## src/rtl/reg_file_pkg.sv

```systemverilog
// Shared constants for the architectural register file: register count,
// register-id width, the hard-wired zero register and the default ROB index width.
package reg_file_pkg;

    localparam int ROB_SIZE_LOG = 4;
    localparam int REG_NUM      = 32;
    localparam int REG_ID_W     = $clog2(REG_NUM);

    localparam logic [REG_ID_W-1:0] ZERO_REG = '0;

endpackage : reg_file_pkg

```

## src/rtl/reg_file_read_port.sv

```systemverilog
// One combinational operand lookup: returns busy/tag/value for a register,
// forwarding a same-cycle commit that retires the pending producer.
module reg_file_read_port
    import reg_file_pkg::*;
#(
    parameter int ROB_W = ROB_SIZE_LOG,
    parameter int XLEN  = 32
) (
    input  logic [REG_ID_W-1:0] regid,
    input  logic [REG_NUM-1:0]  busy_q,
    input  logic [ROB_W-1:0]    tag_q   [REG_NUM],
    input  logic [XLEN-1:0]     value_q [REG_NUM],
    input  logic                commit_enable,
    input  logic [REG_ID_W-1:0] commit_regid,
    input  logic [ROB_W-1:0]    commit_robid,
    input  logic [XLEN-1:0]     commit_value,
    output logic                busy,
    output logic [ROB_W-1:0]    robid,
    output logic [XLEN-1:0]     value
);

    logic commit_hit;

    assign commit_hit = commit_enable
                     && (commit_regid == regid)
                     && busy_q[regid]
                     && (tag_q[regid] == commit_robid);

    always_comb begin
        // NOTE: every output gets a default before any branch, so no path can infer a latch.
        busy  = busy_q[regid];
        robid = tag_q[regid];
        value = value_q[regid];
        if (regid == ZERO_REG) begin
            busy  = 1'b0;
            robid = '0;
            value = '0;
        end else if (commit_hit) begin
            busy  = 1'b0;
            value = commit_value;
        end
    end

endmodule : reg_file_read_port

```

## src/rtl/reg_file.sv

```systemverilog
// Architectural register file with ROB-tag renaming: records renames at issue,
// retires values on ROB commit, and drops outstanding renames on a flush.
module reg_file
    import reg_file_pkg::*;
#(
    parameter int ROB_W = ROB_SIZE_LOG,
    parameter int XLEN  = 32
) (
    input  logic                clk,
    input  logic                rst,
    input  logic                rdy,
    input  logic                flush,
    input  logic                commit_enable,
    input  logic [REG_ID_W-1:0] commit_regid,
    input  logic [XLEN-1:0]     commit_value,
    input  logic [ROB_W-1:0]    commit_robid,
    input  logic                rename_enable,
    input  logic [REG_ID_W-1:0] rename_regid,
    input  logic [ROB_W-1:0]    rename_robid,
    input  logic [REG_ID_W-1:0] rs1_regid,
    input  logic [REG_ID_W-1:0] rs2_regid,
    output logic                rs1_busy,
    output logic                rs2_busy,
    output logic [ROB_W-1:0]    rs1_robid,
    output logic [ROB_W-1:0]    rs2_robid,
    output logic [XLEN-1:0]     rs1_value,
    output logic [XLEN-1:0]     rs2_value
);

    logic [REG_NUM-1:0] busy_q;
    logic [ROB_W-1:0]   tag_q   [REG_NUM];
    logic [XLEN-1:0]    value_q [REG_NUM];

    // Sub-steps run in order; a later assignment to the same bit wins.
    always_ff @(posedge clk) begin
        if (!rst) begin
            // NOTE: the value array is reset too, because every read after reset must return 0.
            busy_q <= '0;
            for (int i = 0; i < REG_NUM; i++) begin
                tag_q[i]   <= '0;
                value_q[i] <= '0;
            end
        end else if (rdy) begin
            // NOTE: non-blocking so every condition below sees the pre-edge state.
            if (commit_enable && (commit_regid != ZERO_REG)) begin
                value_q[commit_regid] <= commit_value;
                if (busy_q[commit_regid] && (tag_q[commit_regid] == commit_robid)) begin
                    busy_q[commit_regid] <= 1'b0;
                end
            end
            if (rename_enable && (rename_regid != ZERO_REG) && !flush) begin
                busy_q[rename_regid] <= 1'b1;
                tag_q[rename_regid]  <= rename_robid;
            end
            if (flush) begin
                busy_q <= '0;
            end
        end
    end

    reg_file_read_port #(.ROB_W(ROB_W), .XLEN(XLEN)) u_rs1 (
        .regid         (rs1_regid),
        .busy_q        (busy_q),
        .tag_q         (tag_q),
        .value_q       (value_q),
        .commit_enable (commit_enable),
        .commit_regid  (commit_regid),
        .commit_robid  (commit_robid),
        .commit_value  (commit_value),
        .busy          (rs1_busy),
        .robid         (rs1_robid),
        .value         (rs1_value)
    );

    reg_file_read_port #(.ROB_W(ROB_W), .XLEN(XLEN)) u_rs2 (
        .regid         (rs2_regid),
        .busy_q        (busy_q),
        .tag_q         (tag_q),
        .value_q       (value_q),
        .commit_enable (commit_enable),
        .commit_regid  (commit_regid),
        .commit_robid  (commit_robid),
        .commit_value  (commit_value),
        .busy          (rs2_busy),
        .robid         (rs2_robid),
        .value         (rs2_value)
    );

endmodule : reg_file

```

## config.mk

```make
export PLATFORM = sky130hd
export DESIGN_NAME = reg_file
export DESIGN_NICKNAME = d
export VERILOG_FILES = /design/src/rtl/reg_file_pkg.sv /design/src/rtl/reg_file_read_port.sv /design/src/rtl/reg_file.sv
export SDC_FILE = /design/constraint.sdc
export NUM_CORES = 2
export LEC_CHECK = 0
export CAP_MARGIN = 0
export CORE_MARGIN = 2
export CORE_UTILIZATION = 45
export CTS_CLUSTER_DIAMETER = 50
export DETAILED_ROUTE_END_ITERATION = 7
export GPL_TIMING_DRIVEN = 1
export PLACE_DENSITY_LB_ADDON = 0.05
export SYNTH_ARGS = -nofsm -noshare
export SYNTH_HDL_FRONTEND = slang
export SYNTH_SLANG_ARGS = --single-unit
export TNS_END_PERCENT = 100
```

## constraint.sdc

```tcl
create_clock -name clk -period 5.7 [get_ports clk]
set_clock_uncertainty 0.05 [all_clocks]
set_input_delay 0.855 -clock clk [delete_from_list [all_inputs] [get_ports clk]]
set_output_delay 0.855 -clock clk [all_outputs]
set_load 0.1 [all_outputs]
```

==> impl_metrics.toml <==
[clocking]
path_clk_slew_ns = 0.05
clkSinkCount = 1184
cts_made_buffers = 157
cts_resized = 0
post_cts_buffers = 0
cts_root_buf = "clkbuf_16"
clockBufferDepth = 3
h-tree-depth = 4
clkLatencyLatePin_ns = 0.79
cts_tree = "yes"
hold_buffers = 0

[detailed_routing]
drt_iter0_drc = 6491
detail_route.vias_per_cell = 6.31
postRouteAntennaNets = 0
m1WireLength_um = 107000
dr.pass1.iters = 5
top_layer = "met5"
vias = 53500
wl_per_cell_um = 31.3
drt-total-wl_um = 266000
drc = 0
route.met2.wl_um = 123000
wl_met3_um = 23100

[timing]
slew_headroom_pct = 2.98
finalHoldViolCount = 0
max_freq_mhz = 178
slew_violations = 0
worst_slew_pin_slew_ns = 1.45
tns_ns = 0
period_share_pct = 98.5
finalCriticalPeriod_ns = 5.62
setup_viol_count_final = 0
grt_setup_unrepaired = "false"

[grt]
grt_pass1_wl_um = 379000
antenna_found_initial = 6
grt_max_degree = 245
grt_pass1_vias = 51400
overflow = 0
grt_usage_pct = 35.7

[logic_synthesis]
synth_top_cell_area_share_pct = 36.6
post-synth-top-count-cell = "nand2_1"
synth.area.top_cells = "dfxtp_1 (37%), mux4_2 (26%), nand2_1 (13%)"
ys_ff_latch = 1184
yosysTopAreaCell = "dfxtp_1"
ys_async_sr_fraction_pct = 0
synth_edf_count = 0
netlist_instances = 6650
synth_cell_types = 54
synthTopCellsByCount = "nand2_1 (2173), dfxtp_1 (1184), a21boi_0 (1063), mux4_2 (750), clkbuf_1 (537)"
netlist_area_um2 = 64800
syn_avg_cell_area_um2 = 9.74
synth_warnings = 0
synth_flop_cell = "dfxtp_1"
syn_nets = 6716
synth_sequential_area_ratio_pct = 36.6

[power_and_ir_drop]
peakVddDrop_mv = 0.291
p_leak_nw = 23.7
p_per_area_nw_per_um2 = 273

[setup_path]
regToRegSetupSlack_ns = 2.53
crit_family = "buffers and inverters"
arrival_ns = 4.71
cp.buffers_inverters = 4
crit_fanout = 51
cpPeakStageDelay_ns = 0.79
cp-start-kind = "primary input"
worstSetupPathType = "in -> out"
required_ns = 4.80
slowest_stage = "buf_4"
crit_chain = "buf_8, buf_4, buf_4, mux4_2, mux4_2, mux2i_1, a211oi_1, buf_12"
end_kind = "output pin"

[die]
core_um2 = 143000
dieArea_um2 = 147000
die_w_um = 383
ioPinCount = 140
rows = 139
start_util_pct = 45.2
die_y_um = 383

[cells_and_area]
fin_nets = 6509
drive_above_1_share_pct = 21.6
final_area_um2 = 74300
nFillCells = 12800
area_growth_pct = 14.7

[place]
place.gp.congestion = 0.924
io_buffers = 139
postPlaceCellArea_um2 = 68800
place_hpwl_um = 156000

[job]
cap_viol_max_count = 0

[outcome]
status = "complete, no violations"

[worst_hold_path]
min-delay-path-class = "reg -> reg"
-- tightest hold or removal path, delay by kind of cell, from the launching register on --
| family | cells | cell delay (ns) |
|---|---|---|
| AND/OR/NAND/NOR | 1 | 0.05 |
| flip-flops | 1 | 0.31 |
| AO/OA/AOI/OAI | 1 | 0.06 |
-- cells in the final DEF, fill, tap and decap left out, types with 6 or more instances in the layout --
| master | count |
|---|---|
| dfxtp_1 | 1184 |
| a22oi_1 | 7 |
| clkinvlp_4 | 9 |
| nand2_2 | 32 |
| xor2_1 | 17 |
| a31oi_1 | 18 |
| nor3_2 | 34 |
| nor4_1 | 12 |
| inv_1 | 16 |
| a21boi_0 | 1063 |
| mux4_2 | 750 |
| and2_1 | 40 |
| o21ai_0 | 42 |
| buf_12 | 106 |
| nand3_1 | 16 |
| a21oi_1 | 12 |
| clkdlybuf4s50_1 | 48 |
| nor3_1 | 43 |
| o22ai_1 | 23 |
| nor2_1 | 74 |
| a211oi_2 | 7 |
| mux2i_1 | 128 |
| nand2b_1 | 8 |
| nor2_4 | 33 |
| or3b_2 | 9 |
| a211oi_1 | 65 |
| nor2b_1 | 109 |
| clkbuf_16 | 163 |
| clkbuf_1 | 25 |
| clkinv_2 | 19 |
| nand2_1 | 2142 |
| buf_4 | 168 |
| inv_6 | 10 |
| clkinv_4 | 6 |
| bufinv_16 | 17 |
| clkbuf_8 | 31 |
| nand3b_1 | 10 |
-- sequential cells by signal (all words and copies together), names as in the netlist --
register and flops:
tag_q 128, value_q 1024, busy_q 32
-- report_power, final --
group / internal (mW) / switching [mW] / leakage (nW)
registers: 8.31 / 0.0240 / 9.54
logic: 0.519 / 0.958 / 11.5
clock network: 6.41 / 4.04 / 2.67
-- cells by family (layout without fill, tap and decap cells) --
logic type | after synthesis | in the layout | share of synthesized area (%)
compound gates | 1255 | 1255 | 14.3
xor+xnor | 22 | 22 | 0.298
buf+inv | 719 | 636 | 4.54
flops | 1184 | 1184 | 36.6
mux | 883 | 883 | 28.1
other cells | 0 | 4 | 0
simple gates | 2587 | 2587 | 16.1
-- final cells by class --
type | count | area [um^2] | area share (%)
clock inverters | 64 | 857 | 1.15
clock buffers | 219 | 4600 | 6.19
repair buffers | 335 | 4000 | 5.38
multi-input cells | 4747 | 38700 | 52.1
flip-flops and latches | 1184 | 23700 | 31.9
diodes | 4 | 10.0 | 0.0135
inverters | 18 | 67.6 | 0.0910
well taps | 1903 | 2380 | 3.21
-- through the flow --
step / setup slack (ns) / utilization, % / total power, mW / std cells / hold WS [ns]
after CTS: 0.158 / 51.8 / 20.3 / 8470 / 0.426
after global placement: 0.203 / 48.0 / 9.97 / 8187 / 0.407
final: 0.0846 / 51.8 / 20.3 / 8474 / 0.425
after detailed placement: 0.159 / 48.0 / 9.97 / 8187 / 0.416
after floorplan: -0.613 / - / 9.48 / 6650 / 0.393
after global routing: 0.0552 / 51.8 / 20.7 / 8470 / 0.445
-- layer usage --
layer	up-vias	GRT usage, %
met5	-	0
met4	2	15.6
met3	629	7.65
met2	2655	56.3
met1	27100	47.4
li1	23100	-
-- worst paths after layout --
check                                   from  cells past startpoint            end
worst max-delay path            rs2_regid[1]                      8  rs2_value[25]
worst min-delay path             value_q[48]                      2    value_q[48]
worst max register to register     tag_q[37]                      8     busy_q[18]
worst min register to register   value_q[48]                      2    value_q[48]
Power figures use the tool's default switching activity.
